[src/rtl/ex_muldiv_unit.sv]
// Iterative RV32M multiply/divide unit for the EX stage: one shift-add or
// restoring-divide step per clock, XLEN steps, then a one-cycle done pulse.
module ex_muldiv_unit #(
  parameter int XLEN  = 32,
  parameter int CNT_W = 6
) (
  input  logic            clk,
  input  logic            reset,
  input  logic            start,
  input  logic            kill,
  input  logic [2:0]      funct3,
  input  logic [XLEN-1:0] op_a,
  input  logic [XLEN-1:0] op_b,
  input  logic [4:0]      rd_in,
  output logic            busy,
  output logic            done,
  output logic [XLEN-1:0] result,
  output logic [4:0]      rd_out
);

  typedef enum logic [1:0] {
    S_IDLE,
    S_CALC,
    S_DONE
  } state_t;

  state_t              r_state;
  logic [CNT_W-1:0]    r_cnt;
  logic [2:0]          r_f3;
  logic [4:0]          r_rd;
  logic [XLEN-1:0]     r_a;
  logic [XLEN-1:0]     r_b;
  logic                r_neg;
  logic [2*XLEN-1:0]   r_prod;
  logic [XLEN-1:0]     r_rem;
  logic [XLEN-1:0]     r_quo;

  logic                w_a_sgn;
  logic                w_b_sgn;
  logic                w_a_neg;
  logic                w_b_neg;
  logic [XLEN-1:0]     w_a_mag;
  logic [XLEN-1:0]     w_b_mag;
  logic                w_res_neg;
  logic                w_accept;
  logic                w_last;
  logic [XLEN-1:0]     w_add;
  logic [XLEN:0]       w_sum;
  logic [2*XLEN-1:0]   w_prod_nxt;
  logic [XLEN:0]       w_shift;
  logic [XLEN:0]       w_diff;
  logic                w_ge;
  logic [XLEN-1:0]     w_rem_nxt;
  logic [XLEN-1:0]     w_quo_nxt;
  logic [2*XLEN-1:0]   w_prod_fin;
  logic [XLEN-1:0]     w_rem_fin;
  logic [XLEN-1:0]     w_quo_fin;
  logic [XLEN-1:0]     w_result;

  // Operand signedness from funct3: MULHU/DIVU/REMU are fully unsigned,
  // MULHSU treats only rs1 as signed.
  always_comb begin
    w_a_sgn   = (funct3 != 3'b011) && (funct3 != 3'b101) && (funct3 != 3'b111);
    w_b_sgn   = w_a_sgn && (funct3 != 3'b010);
    w_a_neg   = w_a_sgn && op_a[XLEN-1];
    w_b_neg   = w_b_sgn && op_b[XLEN-1];
    w_a_mag   = w_a_neg ? ({XLEN{1'b0}} - op_a) : op_a;
    w_b_mag   = w_b_neg ? ({XLEN{1'b0}} - op_b) : op_b;
    w_res_neg = 1'b0;
    if (!funct3[2]) begin
      w_res_neg = w_a_neg ^ w_b_neg;
    end else if (!funct3[1]) begin
      // A zero divisor must yield all ones, so the quotient is never negated.
      w_res_neg = (w_a_neg ^ w_b_neg) && (op_b != '0);
    end else begin
      w_res_neg = w_a_neg;
    end
  end

  assign w_accept = start && !kill && (r_state != S_CALC);
  assign w_last   = (r_cnt == CNT_W'(XLEN - 1));

  // Both datapaths step every CALC cycle; funct3 picks which one is reported.
  always_comb begin
    w_add      = r_prod[0] ? r_a : '0;
    w_sum      = {1'b0, r_prod[2*XLEN-1:XLEN]} + {1'b0, w_add};
    w_prod_nxt = {w_sum, r_prod[XLEN-1:1]};
    w_shift    = {r_rem, r_quo[XLEN-1]};
    w_diff     = w_shift - {1'b0, r_b};
    w_ge       = !w_diff[XLEN];
    w_rem_nxt  = w_ge ? w_diff[XLEN-1:0] : w_shift[XLEN-1:0];
    w_quo_nxt  = {r_quo[XLEN-2:0], w_ge};
  end

  always_comb begin
    w_prod_fin = r_neg ? ({(2*XLEN){1'b0}} - w_prod_nxt) : w_prod_nxt;
    w_quo_fin  = r_neg ? ({XLEN{1'b0}} - w_quo_nxt) : w_quo_nxt;
    w_rem_fin  = r_neg ? ({XLEN{1'b0}} - w_rem_nxt) : w_rem_nxt;
    case (r_f3)
      3'b000:                 w_result = w_prod_fin[XLEN-1:0];
      3'b001, 3'b010, 3'b011: w_result = w_prod_fin[2*XLEN-1:XLEN];
      3'b100, 3'b101:         w_result = w_quo_fin;
      default:                w_result = w_rem_fin;
    endcase
  end

  always_ff @(posedge clk or negedge reset) begin
    if (!reset) begin
      r_state <= S_IDLE;
      r_cnt   <= '0;
      r_f3    <= '0;
      r_rd    <= '0;
      r_a     <= '0;
      r_b     <= '0;
      r_neg   <= 1'b0;
      r_prod  <= '0;
      r_rem   <= '0;
      r_quo   <= '0;
      busy    <= 1'b0;
      done    <= 1'b0;
      result  <= '0;
      rd_out  <= '0;
    end else begin
      done <= 1'b0;
      if (w_accept) begin
        r_state <= S_CALC;
        r_cnt   <= '0;
        r_f3    <= funct3;
        r_rd    <= rd_in;
        r_a     <= w_a_mag;
        r_b     <= w_b_mag;
        r_neg   <= w_res_neg;
        r_prod  <= {{XLEN{1'b0}}, w_b_mag};
        r_rem   <= '0;
        r_quo   <= w_a_mag;
        busy    <= 1'b1;
      end else begin
        case (r_state)
          S_CALC: begin
            if (kill) begin
              r_state <= S_IDLE;
              busy    <= 1'b0;
            end else begin
              r_prod <= w_prod_nxt;
              r_rem  <= w_rem_nxt;
              r_quo  <= w_quo_nxt;
              r_cnt  <= r_cnt + CNT_W'(1);
              if (w_last) begin
                r_state <= S_DONE;
                busy    <= 1'b0;
                done    <= 1'b1;
                result  <= w_result;
                rd_out  <= r_rd;
              end
            end
          end
          S_DONE:  r_state <= S_IDLE;
          default: r_state <= S_IDLE;
        endcase
      end
    end
  end

endmodule

[config.mk]
export PLATFORM = sky130hd
export DESIGN_NAME = ex_muldiv_unit
export DESIGN_NICKNAME = d
export VERILOG_FILES = /design/src/rtl/ex_muldiv_unit.sv
export SDC_FILE = /design/constraint.sdc
export NUM_CORES = 1
export LEC_CHECK = 0
export CORE_MARGIN = 2
export CORE_UTILIZATION = 50
export CTS_BUF_LIST = sky130_fd_sc_hd__clkbuf_8
export CTS_CLUSTER_SIZE = 10
export DETAILED_ROUTE_END_ITERATION = 7
export PLACE_DENSITY = 0.68
export SLEW_MARGIN = 30
export SYNTH_ARGS = -nofsm -noshare
export SYNTH_HDL_FRONTEND = slang
export SYNTH_SLANG_ARGS = --single-unit
[constraint.sdc]
create_clock -name clk -period 15.4 [get_ports clk]
set_input_delay 3.08 -clock clk [delete_from_list [all_inputs] [get_ports clk]]
set_output_delay 3.08 -clock clk [all_outputs]
set_load 0.02 [all_outputs]
==> summary.txt, run 1 <==
Floorplan
  – Die area: 0.0397 mm2
  – Die Wd: 199 um
  – Rows: 71
  – Starting Density: 50.7%
  – Die Ht: 199 um
  – Core ar.: 0.0377 mm2
  – IO Pins: 115

Detailed routing
  – Number of iterations in the first detailed-routing pass: 5
  – WL final: 66200 um
  – Wl on met1: around 29000 um
  – Met3 wire length: ~5300 um
  – Wire per inst: roughly 23 um
  – Drt drc: 0
  – First DRT Iteration DRCs: 1804
  – Routed Antenna Nets: 0
  – DR top layer: met4
  – Via Count: 18784
  – Mean number of vias per cell: 6.51
  – Met2 wire length: 29400 um

Synthesis
  – Syn Area/Cell: 8.35 um2
  – Syn. warnings: 0
  – Yosys top cell by area: dfrtp_1
  – Synth Instances: roughly 2300
  – Synth unique cells: between 80 and 90
  – Post-synth top flop: dfrtp_1
  – Synth top area share: 32.5%
  – Syn Nets: 2433
  – Synth async-reset ratio: between 90% and 100%
  – Register area share after synthesis: 32.5%
  – Cell Area, Synth: 0.0191 mm2
  – Synthesized flop and latch total: approximately 250
  – Number of synthesized flops with an enable pin: 0
  – Synth top area cells: dfrtp_1, nand2_1, ha_1

Pwr
  – Pwr Density: 197 mW/mm2
  – Peak VDD IR: 0.140 mV
  – Leakage: roughly 9.5 nW

GRT
  – Number of global-route vias before repair: 17693
  – Gr usage total: 33.5%
  – Largest net degree at the start of global routing: 83
  – Initial antenna violation count: 1
  – Grt ovf: 0
  – First-pass GRT wire length: between 100000 and 150000 um

Worst setup path
  – Crit path capture type: register
  – Setup crit start: op_b[3]
  – R2R Setup Slk: 8.92 ns
  – Arr. time, crit path: 7.38 ns
  – CP Max Fanout: 6
  – Worst r2r src: r_quo[31]
  – Critical path class: primary input to register
  – Startpoint Class: primary input
  – WP data required: around 16 ns

Run status
  – Status: completed

STA
  – Final Setup Violations: 0
  – Max transition margin: 36.3%
  – FMAX: approximately 0.15 GHz
  – Setup TNS Final: 0 ns
  – Final period util: approximately 45%
  – Fin crit period: 6.88 ns
  – RSZ-0062 raised after global routing: false
  – Final hold viol count: 0
  – Worst Skew: 0.0298 ns
  – Final Max Slew Viols: 0
  – Final Worst Setup Slack: 8.52 ns
  – Worst hold slack: ~0.47 ns
  – Measured slew at the worst slew-check pin: ~0.95 ns

Placement
  – Place WS: 8.04 ns
  – Gp weighted congestion: 0.961
  – Dpl hpwl: 49800 um
  – IO Port Bufs: 114

Layout
  – Share of post-route cells with drive strength above 1: 6.19%
  – Area grow syn2layout: 12.8%
  – Multi-input logic area: 0.0122 mm2
  – Filler cells: 3543
  – Reg area: 0.00621 mm2
  – Antenna diodes: 0
  – Final net count: roughly 2500

Clock network
  – TritonCTS Sinks: 248
  – Reg clk slew, reported paths: approximately 0.070 ns
  – H-tree levels: 2
  – CTS tree: built
  – Setup bufs post-CTS: 0
  – Clk_lat worst skew: approximately 0.63 ns
  – Max clock buf depth: 3
  – Root cell of the clock tree: clkbuf_8
  – Post_cts resized: 0
  – Hold_buf cts: 0
  – Num CTS Buffers: 45

Job
  – Max_cap viols: 0

Worst hold path
  – Hold Startpoint: r_a[16]
  – Worst Hold Class: register to register
-- metrics by stage --
stage               util [%]  area, um2  power, W  std cells
detailed placement      54.6      20600   0.00351       2801
global placement        54.6      20600   0.00348       2801
floorplan                  -      19100   0.00274       2285
finish                  57.2      21500   0.00425       2885
CTS                     57.0      21500   0.00417       2883
global route            57.2      21500   0.00450       2885
-- worst max-delay path, stage by stage --
cell             delay [ns]
clkdlybuf4s50_1        0.47
nor4_1                 0.78
and3_1                 0.33
nand2_1                0.12
or4_1                  0.47
nor4b_1                0.79
nand2_1                0.18
nor4_1                 0.42
a21oi_1                0.16
xnor2_1                0.19
nor2_1                 0.08
a221o_1                0.30
-- where the power goes --
part | leakage, nW | switching, W | internal, W
clock | 0.526 | 0.000300 | 0.000351
combinational | 5.67 | 0.00170 | 0.000939
sequential | 3.26 | 0.000176 | 0.000780
-- cells by family after synthesis --
group | synth area share, %
muxes | 2.14
xor gates and xnor gates | 8.72
adders and majority gates | 4.80
buffers and inverters | 3.86
DFF | 32.5
AOI/OAI and AO/OA | 27.8
and+or+nand+nor | 20.1
-- metal layers --
layer | up-vias | track usage [%]
li1 | 8629 | -
met1 | 9072 | 46.0
met2 | 915 | 52.1
met3 | 168 | 6.01
met4 | 0 | 14.0
met5 | - | 0
-- registers in the layout, indices dropped and copies added (netlist names) --
signal	cells
done	1
r_state	2
rd_out	5
r_rem	32
r_prod	64
result	32
r_f3	3
r_cnt	6
r_neg	1
r_a	32
r_quo	32
busy	1
r_b	32
r_rd	5
-- placed cells by master, fill, tap and decap left out, types with 26 or more instances in the layout --
cell type,Yosys,layout
a211oi_1,26,26
a21o_1,90,90
a21oi_1,131,131
a221o_1,62,62
a22o_1,29,29
and2_1,53,53
clkbuf_8,0,57
clkdlybuf4s50_1,0,113
dfrtp_1,248,247
ha_1,70,70
inv_1,61,71
mux2i_1,33,33
nand2_1,244,243
nand3_1,34,34
nor2_1,189,186
nor3_1,36,36
o21ai_0,175,175
o31ai_1,44,44
or3_1,41,41
xnor2_1,92,92
xor2_1,98,98
-- cell type report --
cell class / count / share of cell area, %
inverter: 63 / 1.10
timing repair buffer: 137 / 6.25
multi-input combinational: 1844 / 56.5
clock inverter: 25 / 0.657
tap: 511 / 2.97
sequential: 248 / 28.8
clock buffer: 57 / 3.64
-- synth_stat cells (8+ instances only) --
cell / n
dfrtp_1: 248
nand2_1: 244
nor2_1: 189
o21ai_0: 175
a21oi_1: 131
clkbuf_1: 117
xor2_1: 98
xnor2_1: 92
a21o_1: 90
ha_1: 70
a221o_1: 62
inv_1: 61
and2_1: 53
o31ai_1: 44
or3_1: 41
nor3_1: 36
nand3_1: 34
mux2i_1: 33
a22o_1: 29
a211oi_1: 26
a221oi_1: 25
a31oi_1: 25
nor4_1: 25
nand4_1: 23
o41ai_1: 22
or4_1: 22
nand2b_1: 21
o22ai_1: 14
o21a_1: 13
o21ai_1: 13
o221ai_1: 12
and3_1: 11
or2_2: 11
buf_1: 9
nand3b_1: 9
and4_1: 8
nor2b_1: 8
-- final timing paths --
check | end | depth (start not counted)
worst min-delay path | r_a[16] | 1
worst min register to register | r_a[16] | 1
max in group asynchronous | r_prod[47] | 3
worst max register to register | result[24] | 22
worst max-delay path | r_prod[30] | 12
min in group asynchronous | r_b[3] | 1
Note: power is estimated with default switching activity, not from simulation.
==> run 2, diff against run 1 <==
Settings changed: PLACE_DENSITY 0.68 to 0.71.
Clock period 15.4 ns to 5.6 ns, I/O delays scaled along.
==> run 2 against run 1 <==
- non-clock buffer count up 12
- global-route usage shrank 0.089 points
- total power grew to 2.8 times the previous value
- count of clock-buffer cells in the layout grew 2
- clock power grew to 3.0 times the previous value
- final cell count grew 0.52%
- critical endpoint is now result[28]
- largest power group unchanged
==> summary.txt, run 2 (same netlist as run 1, synthesis figures left out) <==
GRT
  – Initial antenna violation count: 1
  – Largest net degree at the start of global routing: 133
  – Grt ovf: 0
  – Gr usage total: 33.4%
  – Number of global-route vias before repair: 17901
  – First-pass GRT wire length: 103000 um

Placement
  – IO Port Bufs: 114
  – Place WS: 0.383 ns
  – Dpl hpwl: between 40000 and 50000 um
  – Gp weighted congestion: 0.964
  – Dpl cells: 2815

STA
  – Max transition margin: 28.6%
  – Measured slew at the worst slew-check pin: 1.07 ns
  – Final Worst Setup Slack: 0.310 ns
  – Final hold viol count: 0
  – RSZ-0062 raised after global routing: false
  – Worst Skew: ~0.038 ns
  – FMAX: 0.189 GHz
  – Final Setup Violations: 0
  – Fin crit period: 5.29 ns
  – Worst hold slack: 0.398 ns
  – Final period util: a little over nine tenths
  – Final Max Slew Viols: 0
  – Setup TNS Final: 0 ns

Worst setup path
  – Max stage delay on crit path: around 0.42 ns
  – Setup crit start: r_quo[31]
  – Worst r2r src: r_quo[31]
  – CP endpoint: result[28]
  – Crit path capture type: register
  – Critical path class: register to register
  – Worst path bufs/invs: 3
  – Worst path cell trace: inv_1 -> ha_1 -> inv_1 -> fa_1 -> a211oi_2 -> o211ai_1 -> and4_1 -> o211a_1 -> nor3_2 -> nor2_2 -> inv_2 -> ha_1 -> nand2b_1 -> or3_1 -> nand2b_1 -> or2_2 -> o41ai_1 -> xnor2_1 -> a221oi_1 -> o2111ai_1 -> a2111oi_1 -> nor2_1
  – CP Max Fanout: 7
  – Startpoint Class: register
  – Worst reg-to-reg path cell count: 22
  – Arr. time, crit path: 5.77 ns
  – RR Endpoint: result[28]
  – Crit-path leading delay family: compound AO/OA/AOI/OAI gates
  – WP data required: 6.08 ns
  – Crit path depth: 22
  – R2R Setup Slk: a little over 0.3 ns
  – Slowest-stage cell, CP: dfrtp_1

Detailed routing
  – Drt drc: 0
  – Routed Antenna Nets: 0
  – Mean number of vias per cell: around 6.5
  – First DRT Iteration DRCs: roughly 2400
  – Via Count: 18881
  – WL final: 65400 um
  – Wire per inst: between 20 and 25 um
  – Number of iterations in the first detailed-routing pass: 7

Pwr
  – Leakage: 9.56 nW
  – Clock power frac: 16.3%
  – Sequential Power Share: 21.9%
  – Peak VDD IR: about 0.38 mV
  – Pwr Density: 549 mW/mm2
  – Sw frac: around half
  – Pint: about 0.0059 W
  – Power share of the combinational group: 61.8%
  – NetSw: about 0.0060 W

Layout
  – Commonest non-fill, non-tap cell in the layout: dfrtp_1
  – Area grow syn2layout: 13.8%
  – Final Util: 57.7%
  – Fin cells: between 2000 and 3000
  – Filler cells: 3512
  – Share of post-route cells with drive strength above 1: 6.66%
  – Biggest register: r_prod
  – Commonest cells after routing, fill and taps aside: dfrtp_1, nand2_1, nor2_1
  – Max reg flops: 64
  – Final net count: 2500

Clock network
  – CTS tree: built
  – Max clock buf depth: 3
  – Reg clk slew, reported paths: 0.07 ns
  – H-tree levels: 2
  – Clk_lat worst skew: 0.64 ns
  – Root cell of the clock tree: clkbuf_8
  – Num CTS Buffers: 46
  – TritonCTS Sinks: 248

Floorplan
  – Starting Density: 50.7%
  – Die Ht: around 200 um
  – Core ar.: 0.0377 mm2
  – Die area: slightly below 0.04 mm2
  – IO Pins: roughly 120
  – Rows: 71
  – Die Wd: between 150 and 200 um

Job
  – Max_cap viols: 0

Worst hold path
  – Worst Hold Class: primary input to async pin

Run status
  – Status: completed
[run 2: changes by cell type in the layout (fill, tap and decap cells not counted), sizes merged]
cell,before,now
clkbuf,57,59
diode,0,1
clkinv,12,8
inv,73,75
bufinv,1,3
buf,24,36
[run 2: what timing repair did]
| action | 4_1_cts | 5_1_grt |
|---|---|---|
| buffers inserted | 0 | 0 |
| setup endpoints to repair | 0 | 2 |
| endpoints found under the hold margin | 0 | 0 |
| hold buffers | 0 | 0 |
| gates resized for setup | 0 | 2 |
[run 2: power by group through the flow]
stage	registers, W	clock network (W)	logic (W)
6_report	0.00261	0.00195	0.00737
2_1_floorplan	0.00245	0	0.00509
5_1_grt	0.00265	0.00206	0.00795
3_5_place_dp	0.00262	0	0.00711
4_1_cts	0.00259	0.00197	0.00715
3_3_place_gp	0.00260	0	0.00702
[run 2: area by class of cell]
class / count / area (um2) / area share [%]
multi-input cells: 1844 / 12200 / 56.1
flip-flops and latches: 248 / 6210 / 28.6
repair buffers: 149 / 1450 / 6.69
clock buffers: 59 / 812 / 3.74
well taps: 511 / 639 / 2.94
inverters: 63 / 236 / 1.09
clock inverters: 25 / 193 / 0.887
diodes: 1 / 2.50 / 0.0115
[run 2: worst min path at each step]
stage	cells after the start	slack, ns	endpoint	startpoint
floorplan	2	0.44	rd_out[0]	r_rd[0]
CTS	1	0.38	r_rem[17]	reset
detailed placement	2	0.46	rd_out[4]	r_rd[4]
global route	1	0.40	r_b[6]	reset
global placement	2	0.45	rd_out[1]	r_rd[1]
finish	1	0.40	r_prod[8]	reset
[run 2: layer usage]
metal  GRT usage (%)  routed length (um)  up-vias
met4            12.1                2270        0
met5               0                   0        -
met2            50.2               28500      926
met3            6.45                5450      143
li1                -                   -     8657
met1            47.8               29100     9155
[run 2: metrics by stage]
step                      cell area (um2)  power (W)
after floorplan                     19100    0.00753
after global placement              20700    0.00962
after detailed placement            20700    0.00973
after CTS                           21700     0.0117
after global routing                21700     0.0127
final                               21700     0.0119
==> run 3, diff against run 2 <==
Settings changed: CAP_MARGIN set to 20.
==> results of run 3 <==
The final DEF is identical to that of run 2; final timing and power are the same.
==> variant: new RTL, settings of run 3 <==
Encoding of `state_t`: now one-hot (3 bits for 3 states).
--- a/src/rtl/ex_muldiv_unit.sv
+++ b/src/rtl/ex_muldiv_unit.sv
@@ -20,6 +20,6 @@
 
-  typedef enum logic [1:0] {
-    S_IDLE,
-    S_CALC,
-    S_DONE
+  typedef enum logic [2:0] {
+    S_IDLE = 3'b001,
+    S_CALC = 3'b010,
+    S_DONE = 3'b100
   } state_t;
Function: same outputs for any inputs over 10 cycles, from zero or initial values and one cycle with reset low; not proved beyond that.
==> variant against run 3 <==
The flow now finishes with violations (design-rule violations); non-clock buffer count up 9; sequential cell count grew 1; design area is 0.97% higher; setup slack got worse by 0.0069 ns; largest cell class unchanged; synthesized area up 0.41%; wire length is 0.31% higher.
Power is not compared: it rests on default switching activity, and its combinational part moved more than twofold at a synthesized area within 25%.
==> variant: results (changes against run 3) <==
----------------------------------------------------
[Status]
  Result of the run ... finished, violations left
  Violated checks ... design-rule violations

[Logic synthesis]
  Average size of a mapped cell ... 8.04 µm² (-3.7%)
  Net Count, Synth ... 2,530 (+4.0%)
  Distinct cell type count after synthesis ... 94 (+5.6%)
  Main area contributors after synthesis ... dfrtp_1 32%, o21ai_0 7.6%, nand2_1 6.7%, xor2_1 5.3%, ha_1 4.6%
  Sequential area share after synthesis ... 0.325 (about the same)

[Global route]
  Met1 track demand over resource ... 0.471 (-0.00633)
  Met2 demand-to-capacity share in global routing ... 0.485 (-0.0167)
  Vias in the first global route ... 17,500 (-2.5%)
  Initial antenna violation count ... 0 (-1)
  Met3 global-route usage ... 0.0591 (-0.00533)
  All-Layer GR Usage ... 0.327 (-0.00710)
  First-pass GRT wire length ... 100,000 µm (-3.2%)

[Route]
  WL met1 ... 29,600 µm (+1.6%)
  Met3 WL ... 5440 µm (-0.29%)
  First-iteration detailed-routing DRC count ... 2,125 (-11%)
  Detail Route met2 WL ... 27,900 µm (-2.2%)
  Post-detailed-route wirelength per cell ... 21.9 µm (-2.7%)
  # DRC ... 1 (+1)
  First-pass DRT Iterations ... 8 (+1)

[Layout]
  Net count reported at finish ... 2,591 (+3.6%)
  Register Area ... 6230 µm² (+0.42%)
  Nonclk buf count ... 158 (+6.0%)
  Count of multi-input combinational gates ... 1,927 (+4.5%)
  Relative area of non-clock buffer cells in the final design ... 0.0703 (+0.00341)
  Clk_buf instances ... 62 (+5.1%)
  Non-clock inverters ... 62 (-1.6%)
  Count of filler cells inserted in the layout ... 3,531 (+0.54%)
  Area taken by multi-input logic gates ... 12,200 µm² (+0.14%)
  Fin cells ... 2,991 (+3.1%)

[Placed design]
  Cell Count Post-Placement ... 2,907 (+3.3%)
  Placed cell areas ... 20,800 µm² (+0.53%)

[Setup path]
  Critical Path Max Stage Delay ... 0.44 ns (+0.02 ns)
  Critical-path top delay cell ... fa_1
  Maximum net fanout on the critical path ... 8 (+1)

[STA]
  Fin Clk Skew ... 0.0390 ns (+0.00145 ns)
  Slew margin rel. ... 0.410 (+0.123)

[Clock network]
  Clock tree sinks ... 249 (+0.40%)

----------------------------------------------------
[variant: cell types whose count changed after synthesis, sizes merged, moves of 9 or more]
cell / before / now
o21ai: 189 / 322
mux2i: 33 / 24
a21boi: 7 / 34
o211ai: 7 / 20
nand2: 245 / 344
o22ai: 14 / 25
xnor2: 92 / 81
or3: 43 / 31
xor2: 98 / 116
a21o: 90 / 21
nor2: 191 / 118
buf: 13 / 24
a221o: 62 / 1
o21a: 13 / 42
[variant: timing repair]
action | in CTS | in global routing
hold buffers | 0 | 0
endpoints found under the setup margin | 0 | 5
gates resized for setup | 0 | 6
[variant: worst paths after layout]
kind | start | endpoint | slack, ns | depth (start not counted)
worst max-delay path | r_quo[31] | result[26] | 0.30 | 24
worst min-delay path | reset | r_b[23] | 0.45 | 1
worst max register to register | r_quo[31] | result[26] | 0.30 | 24
worst min register to register | r_a[0] | r_a[0] | 0.48 | 2
max in group asynchronous | reset | r_quo[8] | 4.14 | 2
min in group clk | r_a[0] | r_a[0] | 0.48 | 2
[variant: cell families (layout without fill, tap and decap cells)]
group | Yosys count | count (layout) | synth area share
simple gates | 788 | 788 | 0.200
compound gates | 843 | 843 | 0.281
flops | 249 | 249 | 0.325
buf+inv | 206 | 304 | 0.0414
fa+ha+maj | 72 | 72 | 0.0478
mux | 27 | 27 | 0.0143
xor+xnor | 197 | 197 | 0.0900
[variant: stage by stage]
stage,setup WS [ns],utilization
after CTS,0.287,0.581
after detailed placement,0.329,0.552
final,0.303,0.582
after global placement,0.383,0.552
after floorplan,0.0672,-
after global routing,0.0174,0.582
[variant: where the power goes]
group	internal, mW	leakage [nW]	total [mW]	switching (mW)
Clock	1.22	0.580	2.07	0.849
Sequential	2.01	3.17	2.30	0.288
Combinational	0.805	5.38	2.15	1.34
Total	4.03	9.13	6.51	2.48
